File: src/rtl/multi_edge_counter_pkg.sv
// Shared constants for the multi_edge_counter input event counter.
// Optional debounce logic elsewhere is enabled by defining DEBOUNCE_EN.
package multi_edge_pkg;

    localparam int NCH    = 3;
    localparam int STAB_W = 4;

    localparam int DEF_M = 16;
    localparam int DEF_D = 3;
    localparam int DEF_R = 7;

    typedef enum logic [1:0] {
        SEL_CH0 = 2'd0,
        SEL_CH1 = 2'd1,
        SEL_CH2 = 2'd2,
        SEL_OFF = 2'd3
    } led_sel_e;

endpackage

File: src/rtl/multi_edge_counter_edge_channel.sv
// One input channel: 2-flop synchronizer, optional tick-driven debouncer
// (DEBOUNCE_EN), rising-edge detector and wrap-around event counter.
module edge_channel
    import multi_edge_pkg::*;
#(
    parameter int D = DEF_D,
    parameter int R = DEF_R
) (
    input  logic       clk,
    input  logic       notrst,
`ifdef DEBOUNCE_EN
    input  logic       tick,
`endif
    input  logic       clr,
    input  logic       pin,
    output logic       edge_pulse,
    output logic [R:0] count
);

    logic sync_p0;
    logic sync_p1;
    logic level;
    logic level_q;

    // Stage 0/1: metastability chain for the raw pin
    always_ff @(posedge clk or negedge notrst) begin
        if (!notrst) begin
            sync_p0 <= 1'b0;
            sync_p1 <= 1'b0;
        end else begin
            sync_p0 <= pin;
            sync_p1 <= sync_p0;
        end
    end

`ifdef DEBOUNCE_EN
    logic [STAB_W-1:0] stab;

    // Debounce: a new level needs D consecutive differing tick samples
    always_ff @(posedge clk or negedge notrst) begin
        if (!notrst) begin
            level <= 1'b0;
            stab  <= '0;
        end else if (tick) begin
            if (sync_p1 == level) begin
                stab <= '0;
            end else if (stab == STAB_W'(D - 1)) begin
                level <= sync_p1;
                stab  <= '0;
            end else begin
                stab <= stab + STAB_W'(1);
            end
        end
    end
`else
    localparam int unused_d = D;

    assign level = sync_p1;
`endif

    // Edge detect and count; clr wins over a coincident increment
    always_ff @(posedge clk or negedge notrst) begin
        if (!notrst) begin
            level_q    <= 1'b0;
            edge_pulse <= 1'b0;
            count      <= '0;
        end else begin
            level_q    <= level;
            edge_pulse <= level & ~level_q;
            if (clr) begin
                count <= '0;
            end else if (edge_pulse) begin
                count <= count + {{R{1'b0}}, 1'b1};
            end
        end
    end

endmodule

File: src/rtl/multi_edge_counter.sv
// Three-channel input event counter with shared prescaler and LED mux.
// Define DEBOUNCE_EN to include the prescaler and per-channel debouncers.
module multi_edge_counter
    import multi_edge_pkg::*;
#(
    parameter int M = DEF_M,
    parameter int D = DEF_D,
    parameter int R = DEF_R
) (
    input  logic           clk,
    input  logic           notrst,
    input  logic [NCH-1:0] ioin,
    input  logic           clr,
    input  logic [1:0]     sel,
    output logic [R:0]     count0,
    output logic [R:0]     count1,
    output logic [R:0]     count2,
    output logic [R:0]     led,
    output logic [NCH-1:0] edge_pulse
);

    logic [R:0] cnt [NCH];

`ifdef DEBOUNCE_EN
    logic [M:0] presc;
    logic       tick;

    always_ff @(posedge clk or negedge notrst) begin
        if (!notrst) begin
            presc <= '0;
        end else begin
            presc <= presc + {{M{1'b0}}, 1'b1};
        end
    end

    assign tick = &presc;
`else
    localparam int unused_cfg = M + D;
`endif

    for (genvar g = 0; g < NCH; g++) begin : g_ch
        edge_channel #(
            .D (D),
            .R (R)
        ) u_ch (
            .clk        (clk),
            .notrst     (notrst),
`ifdef DEBOUNCE_EN
            .tick       (tick),
`endif
            .clr        (clr),
            .pin        (ioin[g]),
            .edge_pulse (edge_pulse[g]),
            .count      (cnt[g])
        );
    end

    assign count0 = cnt[0];
    assign count1 = cnt[1];
    assign count2 = cnt[2];

    always_comb begin
        led = '0;
        case (led_sel_e'(sel))
            SEL_CH0: led = cnt[0];
            SEL_CH1: led = cnt[1];
            SEL_CH2: led = cnt[2];
            default: led = '0;
        endcase
    end

endmodule

File: config.mk
export PLATFORM = sky130hd
export DESIGN_NAME = multi_edge_counter
export DESIGN_NICKNAME = d
export VERILOG_FILES = /design/src/rtl/multi_edge_counter_pkg.sv /design/src/rtl/multi_edge_counter_edge_channel.sv /design/src/rtl/multi_edge_counter.sv
export SDC_FILE = /design/constraint.sdc
export NUM_CORES = 1
export LEC_CHECK = 0
export BUFFER_PORTS_ARGS = -buffer_cell sky130_fd_sc_hd__buf_2
export CORE_MARGIN = 3
export CORE_UTILIZATION = 25
export CTS_BUF_LIST = sky130_fd_sc_hd__clkbuf_8
export DETAILED_ROUTE_END_ITERATION = 6
export GPL_ROUTABILITY_DRIVEN = 0
export PLACE_DENSITY_LB_ADDON = 0.1
export SLEW_MARGIN = 20
export SYNTH_ARGS = -nofsm -noshare
export SYNTH_HDL_FRONTEND = slang
export SYNTH_SLANG_ARGS = --single-unit
File: constraint.sdc
create_clock -name clk -period 1.2 [get_ports clk]
set_input_delay 0.24 -clock clk [delete_from_list [all_inputs] [get_ports clk]]
set_output_delay 0.24 -clock clk [all_outputs]
set_load 0.005 [all_outputs]
# ---- Word-level counts from Yosys, hierarchy flattened
# Cells that the tools add are included.
dict set report totals {
  rom_bits 0
  latchBits 0
  out_inout_bits 35
  mem_bits_rw 0
  register_bits 36
  n_memories 0
}
dict set report classes {
  n_div 0
  n_lt_le_gt_ge 0
  mul 0
  reduce_logical 4
  n_shift 0
  eq_ne 2
  mux 7
  n_addsub 3
  bitwise 6
}
# op n
set ops {}
lappend ops {{8-bit two-way mux} 6}
lappend ops {{8-bit by 1-bit adder with 8-bit output, second input constant} 3}
lappend ops {{8-bit one-hot mux with 3 select lines} 1}
lappend ops {{2-bit nonzero test} 3}
lappend ops {{1-bit bitwise AND} 3}
lappend ops {{1-bit NOT} 3}
lappend ops {{2-bit by 1-bit == test with 1-bit output, second input constant} 1}
lappend ops {{2-bit == test, second input constant} 1}
lappend ops {{2-bit logical NOT} 1}

# ---- Logic depth before layout (Yosys ltp)
# Gate-level depths: netlist of run 1.
dict set report depth {
  word_depth 3
  depth_mapped 5
}

# ---- Cells and area by module
# From an unflattened synthesis of run 1, not the netlist that was laid out.
dict set report hier_totals {
  hier_cells 146
  hier_area_um2 1684.1
}
# module n_inst area_each_um2 cells_per_inst seq_area_each_um2
set modules_own_cells {}
lappend modules_own_cells {edge_channel 3 495.5 42 300.3}
lappend modules_own_cells {multi_edge_counter 1 197.7 20 0.0}

# ---- Worst setup path after synthesis of run 1
# Ideal clock, no wire load.
dict set report synth_timing {
  path_kind {register to register}
  startpoint {register g_ch[2].u_ch.count[0]}
  endpoint {register g_ch[2].u_ch.count[6]}
  t_arrival_ns 1.160
  stages_incl_launch_ff 5
  synth_period_minus_slack_ns 1.237
  n_path_buf 0
  setup_slack_ns -0.037
  cell_sequence {dfrtp_1 > ha_1 > nand2_1 > or3_1 > a21oi_1}
}
dict set report synth_via {
  elab_chain_len 3
}
# element line
set synth_lines {}
lappend synth_lines {{start: declaration} multi_edge_counter_edge_channel.sv:17} ;# output logic [R:0] count
lappend synth_lines {{start signal: assignment} multi_edge_counter_edge_channel.sv:73} ;# count <= count + {{R{1'b0}}, 1'b1};
lappend synth_lines {{8-bit by 1-bit adder with 8-bit output} multi_edge_counter_edge_channel.sv:73}
lappend synth_lines {{8-bit two-way mux} multi_edge_counter_edge_channel.sv:72} ;# end else if (edge_pulse) begin
lappend synth_lines {{8-bit two-way mux} multi_edge_counter_edge_channel.sv:70} ;# if (clr) begin
# No other way between the ends. The select of a mux whose other input is x is not followed.
# A chain may end at the register's enable or synchronous reset.

# ---- Final worst setup path of run 1
dict set report layout_timing {
  startpoint {register g_ch[1].u_ch.count[1]}
  endpoint {output port led[1]}
}
dict set report layout_via {
  elab_chain_len 1
}
# element line
set layout_lines {}
lappend layout_lines {{start: declaration} multi_edge_counter_edge_channel.sv:17}
lappend layout_lines {{start signal: assignment} multi_edge_counter_edge_channel.sv:73}
lappend layout_lines {{8-bit one-hot mux with 3 select lines} multi_edge_counter.sv:64} ;# case (led_sel_e'(sel))
lappend layout_lines {{end: declaration} multi_edge_counter.sv:18} ;# output logic [R:0] led,
# No other way between the ends.

==> qor.yml, run 1 <==
outcome: "complete, but fails checks"
failed_checks: "negative setup slack"
multiInputGateArea_um2: 772.0
largest_net_degree_at_the_start_of_global_routing: 26
drv.max_cap_violation_count: 0
pre_cts_slack_ns: -0.02486
power_switching_share_pct: 23.15
finalMaxSlewViolations: 0
start_to_end_type_of_the_worst_setup_path: "reg2out"
numPlacedInstances: 294
finalNetCount: 271
power.density_nw_per_um2: 888.0
switching_power_mw: 0.5879
cts-root-buf: "clkbuf_8"
buffer_ports.inserted: 42
postRouteAntennaNets: 0
power.leakage_nw: 1.370
routedLengthMet1_um: 2085
avgRoutedWirePerCell_um: 14.87
met3RoutedLength_um: 240
clock_tree_from_tritoncts: "done"
clock_power_share_pct: 36.3
power.share.combinational_pct: 13.6
worst_slew_margin_relative_to_its_limit_pct: 62.90
gr-total-overflow: 0
p_int_mw: 1.952
chipHeight_um: 86.85
grt_pass1_wl_um: 7948
met2_wirelength_um: 2583
clk_path_buf_depth: 2
timing.final.ws_setup_ns: -0.2152
worst_setup_path_end_kind: "output pin"
route.detailed.vias_per_inst: 4.567
finalSetupViolCount: 27
vias: 1530
clkSlewWorstSetupHoldPaths_ns: 0.07
avgSynthCellArea_um2: 10.54
worstPathRequired_ns: 0.96
worst_skew_pair.late_latency_ns: 0.28
setup_repair_after_global_routing_missed_its_margin: "yes"
core_um2: 6131
irDropWorstVdd_v: 0.0004781
cts-htree-levels: 2
postRouteWirelength_um: 4982
ys_seq_elements: 36
rows: 28
timing.critical_path.arrival_ns: 1.18
layout_worst_path_cycle_share_pct: 117.9
dp_hpwl_um: 3286
seqCellArea_um2: 910.9
syn_inst: 155
cts_made_buffers: 5
layout-area-overhead-vs-synth_pct: 75.04
floorplan.initialDensity_pct: 26.65
power_share_of_the_sequential_group_pct: 50.1
nFillCells: 571
drc_errors: 0
final.min_clock_period_ns: 1.415
finalClockSkew_ns: 0.004846
globalRouteTotalUtil_pct: 13.65
yosysWarningCount: 0
sinks_on_clock_net: 36
detailed_routing_iterations_pass_1: 4
layout-drive-gt1-share_pct: 53.08
timing_hold_violations_final: 0
fin_cells: 335
synth_sequential_area_ratio_pct: 55.13
synth_fp_nets: 166
design.die.area_um2: 7542
start_kind: "flip-flop"
n_antenna_cell: 0
timing.hold.worst.class: "in2reg"
worst-path-max-fanout: 2
grt_antenna_before_repair: 0
grt_pass1_vias: 1601
fmax_ghz: 0.7066
design.portCount: 43
die_x_um: 86.85
synth.cell_area_um2: 1634
highest-signal-layer: "met4"
synth_cell_type_count: 17
first_iter_violations: 53
worst_slew_pin_slew_ns: 0.5565
-- critical path: stages (launching register included) --
cell,delay (ns)
dfrtp_1,0.41
buf_6,0.13
mux2i_1,0.14
o21ai_1,0.09
buf_2,0.13
-- Yosys cell counts --
cell	instances	area, µm²
buf_4	5	37.54
o21ai_0	17	85.08
dfrtp_1	36	900.9
xnor2_1	3	26.28
nand3_1	6	30.03
xor2_1	9	78.83
nand4_2	2	25.02
ha_1	3	37.54
mux2i_1	11	110.1
nor2_1	15	56.30
nand2_1	13	48.80
or3_1	9	56.30
a21oi_1	9	45.04
buf_2	2	10.01
nor2b_1	4	25.02
clkbuf_1	3	11.26
nand4_1	8	50.05
-- cell families (layout without fill, tap and decap cells) --
| family | count (synthesis) | in the layout | share of synthesized area, % |
|---|---|---|---|
| AOI/OAI and AO/OA | 26 | 26 | 7.963 |
| xor gates and xnor gates | 12 | 12 | 6.432 |
| adders and majority gates | 3 | 3 | 2.297 |
| buffers and inverters | 10 | 115 | 3.599 |
| DFF | 36 | 36 | 55.13 |
| muxes | 11 | 11 | 6.738 |
| and+or+nand+nor | 57 | 57 | 17.84 |
-- per-layer routing --
layer / vias up / GRT usage (%)
met4: 0 / 4.391
met3: 7 / 2.947
met2: 33 / 23.40
li1: 746 / -
met1: 744 / 16.97
met5: - / 0
-- placed cells by master (no fill, tap or decap) --
master,netlist,routed
buf_12,0,2
ha_4,0,2
ha_2,0,1
or3_1,9,7
dfrtp_2,0,8
nand4_1,8,8
o21ai_0,17,13
xnor2_1,3,3
buf_2,2,23
nand3_1,6,5
nand2_1,13,11
buf_4,5,27
nor2b_1,4,4
a21oi_2,0,6
dfrtp_1,36,28
or3_4,0,2
nor2_1,15,15
a21oi_1,9,3
nand2_4,0,2
dlygate4sd3_1,0,1
o21ai_1,0,4
nand3_2,0,1
nand4_4,0,2
xor2_1,9,9
clkbuf_8,0,7
buf_6,0,55
mux2i_1,11,11
-- stage by stage --
stage | instance area (µm²) | hold slack, ns | TNS (ns) | power [mW] | utilization [%]
after floorplan | 1645 | -0.05559 | -0.001056 | 1.381 | -
after global placement | 2156 | 0.1512 | 0 | 1.514 | 35.16
after detailed placement | 2156 | 0.1577 | -0.07445 | 1.522 | 35.16
after CTS | 2650 | 0.05044 | -2.210 | 2.535 | 43.22
after global routing | 2860 | 0.05400 | -4.407 | 2.674 | 46.65
final | 2860 | 0.05800 | -2.334 | 2.540 | 46.65
-- power by group through the flow --
stage	Sequential (mW)	Combinational [mW]	Clock (mW)
final	1.27	0.345	0.923
after floorplan	1.30	0.0845	0
after detailed placement	1.30	0.223	0
after global placement	1.30	0.217	0
after global routing	1.28	0.374	1.02
after CTS	1.27	0.303	0.962
-- state kept, by name, indices dropped and copies added (netlist names) --
name / flops
g_ch.u_ch.count: 24
g_ch.u_ch.sync_p0: 3
g_ch.u_ch.level_q: 3
g_ch.u_ch.edge_pulse: 3
g_ch.u_ch.level: 3
-- worst paths after layout --
path,from,endpoint,slack [ns],cells after the start
min,ioin[1],g_ch[1].u_ch.sync_p0$_DFF_PN0_,0.06,1
min reg2reg,g_ch[0].u_ch.sync_p0$_DFF_PN0_,g_ch[0].u_ch.level$_DFF_PN0_,0.35,0
max reg2reg,g_ch[1].u_ch.count[1]$_DFFE_PN0P_,g_ch[1].u_ch.count[6]$_DFFE_PN0P_,-0.15,5
max,g_ch[1].u_ch.count[1]$_DFFE_PN0P_,led[1],-0.22,4
max in group asynchronous,notrst,g_ch[0].u_ch.count[5]$_DFFE_PN0P_,0.36,3
min in group asynchronous,notrst,g_ch[2].u_ch.count[4]$_DFFE_PN0P_,0.39,2
-- what timing repair did --
action,4_1_cts,5_1_grt
endpoints found under the setup margin,28,47
pin swaps,12,9
setup buffers,25,12
hold buffers,1,0
resized for setup,45,41
hold endpoints to repair,11,0
-- layout make-up --
type,instances,area share [%]
sequential,36,31.85
timing repair buffer,108,34.51
tap,75,3.281
clock buffer,7,3.368
multi-input combinational,109,26.99
No activity file was read; power rests on OpenSTA's default activity.
==> run 2, diff against run 1 <==
Settings changed: CELL_PAD_IN_SITES_DETAIL_PLACEMENT set to 1, CELL_PAD_IN_SITES_GLOBAL_PLACEMENT set to 2.
==> run 2 against run 1 <==
- the flow still finishes with violations (negative setup slack)
- sequential share of layout area shrank 1.4 points
- clock power rose by 15%
- critical path depth decreased by 1
- clock skew grew 0.0018 ns
- cell area rose by 4.3%
- global-route usage grew 2.2 points
- fmax up 5.0%
- worst hold slack worse by 0.0061 ns
- total power increased by 5.2%
- critical path type unchanged
- critical endpoint is now count1[0]
==> qor.yml, run 2 (synthesis gave the netlist of run 1 again) <==
worst_slew_margin_relative_to_its_limit_pct: 63.70  # +0.80 points
mostFrequentLayoutCells: "61 x buf_6, 33 x buf_4, 29 x dfrtp_1"
drv.max_cap_violation_count: 0  # unchanged
route.detailed.vias_per_inst: 4.608  # +0.88%
layout-drive-gt1-share_pct: 55.39  # +2.3 points
irDropWorstVdd_v: 0.0004570  # -4.4%
largest_register_ffs: 24  # unchanged
chipHeight_um: 86.85  # unchanged
grt_antenna_before_repair: 0  # unchanged
power.leakage_nw: 1.431  # +4.4%
timing.critical_path.mode_cell: "buf_4"
fin_hold_ws_ns: 0.05188  # -0.006116 ns
worst-path-stages: 3  # -1
layout.core_utilization_pct: 48.65  # +2.0 points
design.portCount: 43  # unchanged
final.min_clock_period_ns: 1.348  # -0.06717 ns
postLayoutCellArea_um2: 2983  # +4.3%
timing.hold.worst.class: "in2reg"
layout-area-overhead-vs-synth_pct: 82.54
buffer_ports.inserted: 42  # unchanged
rows: 28  # unchanged
finalMaxSlewViolations: 0  # unchanged
worst_setup_path_end_kind: "output pin"
core_um2: 6131  # unchanged
clock_tree_from_tritoncts: "done"
timing.critical_path.slowest_cell_delay_ns: 0.43  # +0.02 ns
globalRouteTotalUtil_pct: 15.89  # +2.2 points
clk_path_buf_depth: 2  # unchanged
finalSetupViolCount: 30  # +11%
rr_worst_depth: 6  # +1
layout_worst_path_cycle_share_pct: 112.3  # -5.6 points
critPathSlowestCell: "dfrtp_1"
timing.final.ws_setup_ns: -0.1480  # +0.06717 ns
cts_made_buffers: 5  # unchanged
grt_pass1_vias: 1786  # +12%
fmax_ghz: 0.7418  # +5.0%
cts-htree-levels: 2  # unchanged
vias: 1585  # +3.6%
worst_slew_pin_slew_ns: 0.5445  # -0.01197 ns
die_x_um: 86.85  # unchanged
largest_net_degree_at_the_start_of_global_routing: 25  # -3.8%
start_kind: "flip-flop"
postRouteAntennaNets: 0  # unchanged
placed_area_um2: 2098  # -2.7%
start_to_end_type_of_the_worst_setup_path: "reg2out"
regMostFlops: "g_ch.u_ch.count"
gr-total-overflow: 0  # unchanged
timing.critical_path.cells: "buf_4, buf_4, buf_2"
clkSlewWorstSetupHoldPaths_ns: 0.07  # about the same
setup_repair_after_global_routing_missed_its_margin: "yes"
sinks_on_clock_net: 36  # unchanged
finalNetCount: 279  # +3.0%
finalClockSkew_ns: 0.006615  # +0.001770 ns
outcome: "complete, but fails checks"
detailed_routing_iterations_pass_1: 4  # unchanged
timing_hold_violations_final: 0  # unchanged
avgRoutedWirePerCell_um: 16.39  # +10%
power.density_nw_per_um2: 895.8  # +0.88%
worst_skew_pair.late_latency_ns: 0.29  # about the same
cts-root-buf: "clkbuf_8"
drc_errors: 0  # unchanged
grt_pass1_wl_um: 9177  # +15%
postRouteWirelength_um: 5639  # +13%
worst-path-max-fanout: 4  # +2
floorplan.initialDensity_pct: 26.65  # unchanged
timing.critical_path.arrival_ns: 1.11  # -0.07 ns
first_iter_violations: 51  # -3.8%
n_antenna_cell: 0  # unchanged
nFillCells: 689  # +21%
timing.critical_path.max_delay_family: "flip-flops"
design.die.area_um2: 7542  # unchanged
worstPathRequired_ns: 0.96  # about the same
failed_checks: "negative setup slack"
min_path_cells: 1  # unchanged
post-layout-total-power_mw: 2.672  # +5.2%
dp_hpwl_um: 3538  # +7.7%
finalSetupTns_ns: -2.400  # -0.06525 ns
path_buf_inv: 3  # +1
most_common_cell_after_layout_fill_and_taps_aside: "buf_6"
==> run 2: changes by cell type in the layout (fill, tap and decap cells not counted), sizes merged <==
cell and delta:
clkbuf -2, buf +8, inv +1, clkinv +1, bufinv +1
==> run 2: cell type report <==
type | instances | area [µm²] | share of cell area [%]
clock buffers | 5 | 68.82 | 2.307
multi-input cells | 109 | 807.0 | 27.06
flip-flops and latches | 36 | 909.6 | 30.49
clock inverters | 3 | 38.79 | 1.300
repair buffers | 116 | 1065 | 35.70
well taps | 75 | 93.84 | 3.146
==> run 2: final timing paths <==
path / from / end / slack (ns)
setup / recovery: g_ch[1].u_ch.count[0]$_DFFE_PN0P_ / count1[0] / -0.15
hold / removal: ioin[2] / g_ch[2].u_ch.sync_p0$_DFF_PN0_ / 0.05
hold reg to reg: g_ch[1].u_ch.sync_p0$_DFF_PN0_ / g_ch[1].u_ch.level$_DFF_PN0_ / 0.35
setup reg to reg: g_ch[1].u_ch.count[0]$_DFFE_PN0P_ / g_ch[1].u_ch.count[2]$_DFFE_PN0P_ / -0.08
max in group asynchronous: notrst / g_ch[0].u_ch.count[4]$_DFFE_PN0P_ / 0.29
min in group asynchronous: notrst / g_ch[2].u_ch.count[4]$_DFFE_PN0P_ / 0.43
==> run 2: power by group <==
part,leakage (nW),internal [mW],switching [mW],total [mW]
logic,0.907,0.188,0.153,0.341
registers,0.465,1.25,0.0256,1.27
clock network,0.0593,0.608,0.450,1.06
total,1.43,2.04,0.629,2.67
==> run 2: metal layers <==
layer	GRT usage, %	part of all wire (%)	up-vias
met1	19.39	41	791
li1	-	-	758
met4	3.824	0.94	0
met3	3.517	4.1	6
met2	28.23	54	30
met5	0	0	-
==> run 2: metrics by stage <==
| stage | cells | worst slack, ns |
|---|---|---|
| finish | 344 | -0.1480 |
| CTS | 331 | -0.1614 |
| floorplan | 155 | -0.001056 |
| detailed placement | 288 | -0.09761 |
| global route | 344 | -0.2345 |
| global placement | 288 | -0.07852 |
==> run 2: repair_timing <==
action	in CTS	in global routing
hold buffers	1	0
cloned	0	0
endpoints found under the hold margin	17	0
gates resized for setup	51	47
setup endpoints to repair	35	49
pin swaps	10	17
setup buffers	34	15
==> run 3, diff against run 2 <==
Settings changed: REMOVE_ABC_BUFFERS set to 1.
==> run 3 against run 2 <==
- the flow still finishes with violations (negative setup slack)
- clock skew is 0.0034 ns higher
- non-clock buffer count shrank 2
- cell count decreased by 0.87%
- cell area shrank 1.1%
- clock power fell by 23%
- fmax is 6.3% lower
- highest routed layer unchanged
- die area unchanged
- global-route usage down 0.34 points
- sequential share of layout area up 0.60 points
==> qor.yml, run 3 (synthesis gave the netlist of run 1 again) <==
outcome: "complete, but fails checks"
numPlacedInstances: 290  # +0.69%
postLayoutCellArea_um2: 2949  # -1.1%
failed_checks: "negative setup slack"
worstPathRequired_ns: 0.96  # about the same
layout.core_utilization_pct: 48.10  # -0.55 points
irDropWorstVdd_v: 0.0004361  # -4.6%
layout-area-overhead-vs-synth_pct: 80.47
r2r_setup_slack_ns: -0.15  # -0.07 ns
r2r-end: "g_ch[1].u_ch.count[4]$_DFFE_PN0P_"
holdCritStartpoint: "ioin[0]"
largest_net_degree_at_the_start_of_global_routing: 37  # +48%
clock_tree_from_tritoncts: "done"
power.leakage_nw: 1.390  # -2.8%
cts-htree-levels: 2  # unchanged
grt_pass1_wl_um: 9039  # -1.5%
worst_slew_pin_slew_ns: 0.5822  # +0.03769 ns
rows: 28  # unchanged
min_path_cells: 1  # unchanged
postRouteWirelength_um: 5844  # +3.6%
finalSetupViolCount: 34  # +13%
drc_errors: 0  # unchanged
timing.hold.worst.class: "in2reg"
clock_power_share_pct: 33.9  # -5.7 points
avgRoutedWirePerCell_um: 17.14  # +4.5%
dp_hpwl_um: 3606  # +1.9%
design.die.area_um2: 7542  # unchanged
p_int_mw: 1.801  # -12%
worst_hold_path_ep: "g_ch[0].u_ch.sync_p0$_DFF_PN0_"
fmax_ghz: 0.6948  # -6.3%
grt_pass1_vias: 1743  # -2.4%
detailed_routing_iterations_pass_1: 4  # unchanged
power_switching_share_pct: 25.10  # +1.6 points
worst-path-max-fanout: 2  # -2
timing_hold_violations_final: 0  # unchanged
mostFrequentLayoutCells: "56 x buf_6, 35 x buf_4, 23 x dfrtp_1"
layout_worst_path_cycle_share_pct: 119.9  # +7.6 points
route.detailed.vias_per_inst: 4.751  # +3.1%
floorplan.initialDensity_pct: 26.65  # unchanged
gr-total-overflow: 0  # unchanged
worst_setup_path_end_kind: "output pin"
clkSlewWorstSetupHoldPaths_ns: 0.07  # about the same
power_share_of_the_sequential_group_pct: 53.1  # +5.5 points
chipHeight_um: 86.85  # unchanged
power.density_nw_per_um2: 815.2  # -9.0%
vias: 1620  # +2.2%
worst_slew_margin_relative_to_its_limit_pct: 61.19  # -2.5 points
postRouteAntennaNets: 0  # unchanged
grt_antenna_before_repair: 0  # unchanged
sinks_on_clock_net: 36  # unchanged
clk_path_buf_depth: 2  # unchanged
setup_repair_after_global_routing_missed_its_margin: "yes"
switching_power_mw: 0.6035  # -4.1%
drv.max_cap_violation_count: 0  # unchanged
cts_made_buffers: 5  # unchanged
start_to_end_type_of_the_worst_setup_path: "reg2out"
finalClockSkew_ns: 0.01004  # +0.003426 ns
largest_register_ffs: 24  # unchanged
power.share.combinational_pct: 13.0  # +0.2 points
die_x_um: 86.85  # unchanged
finalNetCount: 277  # -0.72%
layout-drive-gt1-share_pct: 60.15  # +4.8 points
timing.critical_path.arrival_ns: 1.20  # +0.09 ns
timing.final.ws_setup_ns: -0.2392  # -0.09119 ns
worst_skew_pair.late_latency_ns: 0.29  # about the same
globalRouteTotalUtil_pct: 15.55  # -0.34 points
placed_area_um2: 2102  # +0.18%
cts-root-buf: "clkbuf_8"
final.min_clock_period_ns: 1.439  # +0.09119 ns
rr_worst_depth: 7  # +1
most_common_cell_after_layout_fill_and_taps_aside: "buf_6"
core_um2: 6131  # unchanged
timing.rr.start: "g_ch[1].u_ch.count[1]$_DFFE_PN0P_"
n_antenna_cell: 0  # unchanged
design.portCount: 43  # unchanged
buffer_ports.inserted: 42  # unchanged
start_kind: "flip-flop"
first_iter_violations: 43  # -16%
regMostFlops: "g_ch.u_ch.count"
finalMaxSlewViolations: 0  # unchanged
fin_cells: 341  # -0.87%
==> run 3: cell count changes in the layout (fill, tap and decap cells not counted), moves of 2 or more <==
cell,before,now
dfrtp_2,7,13
buf_6,61,56
dfrtp_1,29,23
o21ai_1,8,10
a21oi_2,4,7
a21oi_1,5,2
buf_4,33,35
o21ai_0,9,7
==> run 3: repair_timing <==
action / in CTS / in global routing
gates resized for setup: 56 / 60
buffers inserted: 32 / 16
setup endpoints to repair: 34 / 48
hold buffers: 1 / 0
cloned: 0 / 0
pin swaps: 15 / 15
endpoints found under the hold margin: 36 / 0
==> run 3: area by class of cell <==
| class | count | area (µm²) |
|---|---|---|
| Sequential cell | 36 | 917.1 |
| Tap cell | 75 | 93.84 |
| Fill cell | 683 | 3182 |
| Multi-Input combinational cell | 109 | 832.0 |
| Clock inverter | 2 | 8.758 |
| Timing Repair Buffer | 114 | 1028 |
| Clock buffer | 5 | 68.82 |
==> run 3: worst max path at each step <==
stage	startpoint	end	slack, ns	cells after the start
after floorplan	g_ch[2].u_ch.count[0]$_DFFE_PN0P_	g_ch[2].u_ch.count[6]$_DFFE_PN0P_	-0.04	4
after global placement	sel[0]	led[0]	-0.04	5
after detailed placement	sel[0]	led[1]	-0.07	5
after CTS	g_ch[1].u_ch.count[1]$_DFFE_PN0P_	led[1]	-0.23	4
after global routing	g_ch[1].u_ch.count[0]$_DFFE_PN0P_	led[0]	-0.31	4
final	g_ch[1].u_ch.count[0]$_DFFE_PN0P_	led[0]	-0.24	4
==> run 3: power by group through the flow <==
| stage | Sequential [mW] | Clock (mW) | Combinational (mW) |
|---|---|---|---|
| floorplan | 1.30 | 0 | 0.0461 |
| global placement | 1.29 | 0 | 0.208 |
| finish | 1.28 | 0.816 | 0.312 |
| global route | 1.28 | 0.898 | 0.343 |
| CTS | 1.27 | 0.841 | 0.285 |
| detailed placement | 1.29 | 0 | 0.213 |
==> run 3: through the flow <==
stage / worst slack (ns) / total power [mW] / TNS [ns] / hold WS, ns
after floorplan: -0.04332 / 1.350 / -0.04606 / -0.05559
after global placement: -0.03741 / 1.501 / -0.1390 / 0.2196
after detailed placement: -0.06617 / 1.508 / -0.3461 / 0.2241
after CTS: -0.2267 / 2.400 / -2.631 / 0.05293
after global routing: -0.3096 / 2.521 / -5.439 / 0.05537
final: -0.2392 / 2.404 / -3.228 / 0.05948
==> run 3: per-layer routing <==
metal | track usage, % | part of all wire, % | vias up
met5 | 0 | 0 | -
met4 | 3.399 | 1.5 | 0
met3 | 3.422 | 3.8 | 9
met2 | 27.05 | 53 | 37
met1 | 19.65 | 42 | 819
li1 | - | - | 755
==> run 3: worst max-delay path, cell delays in order, from the launching register on <==
cell     delay, ns
dfrtp_1       0.39
buf_4         0.13
mux2i_1       0.19
o21ai_1       0.08
buf_2         0.12
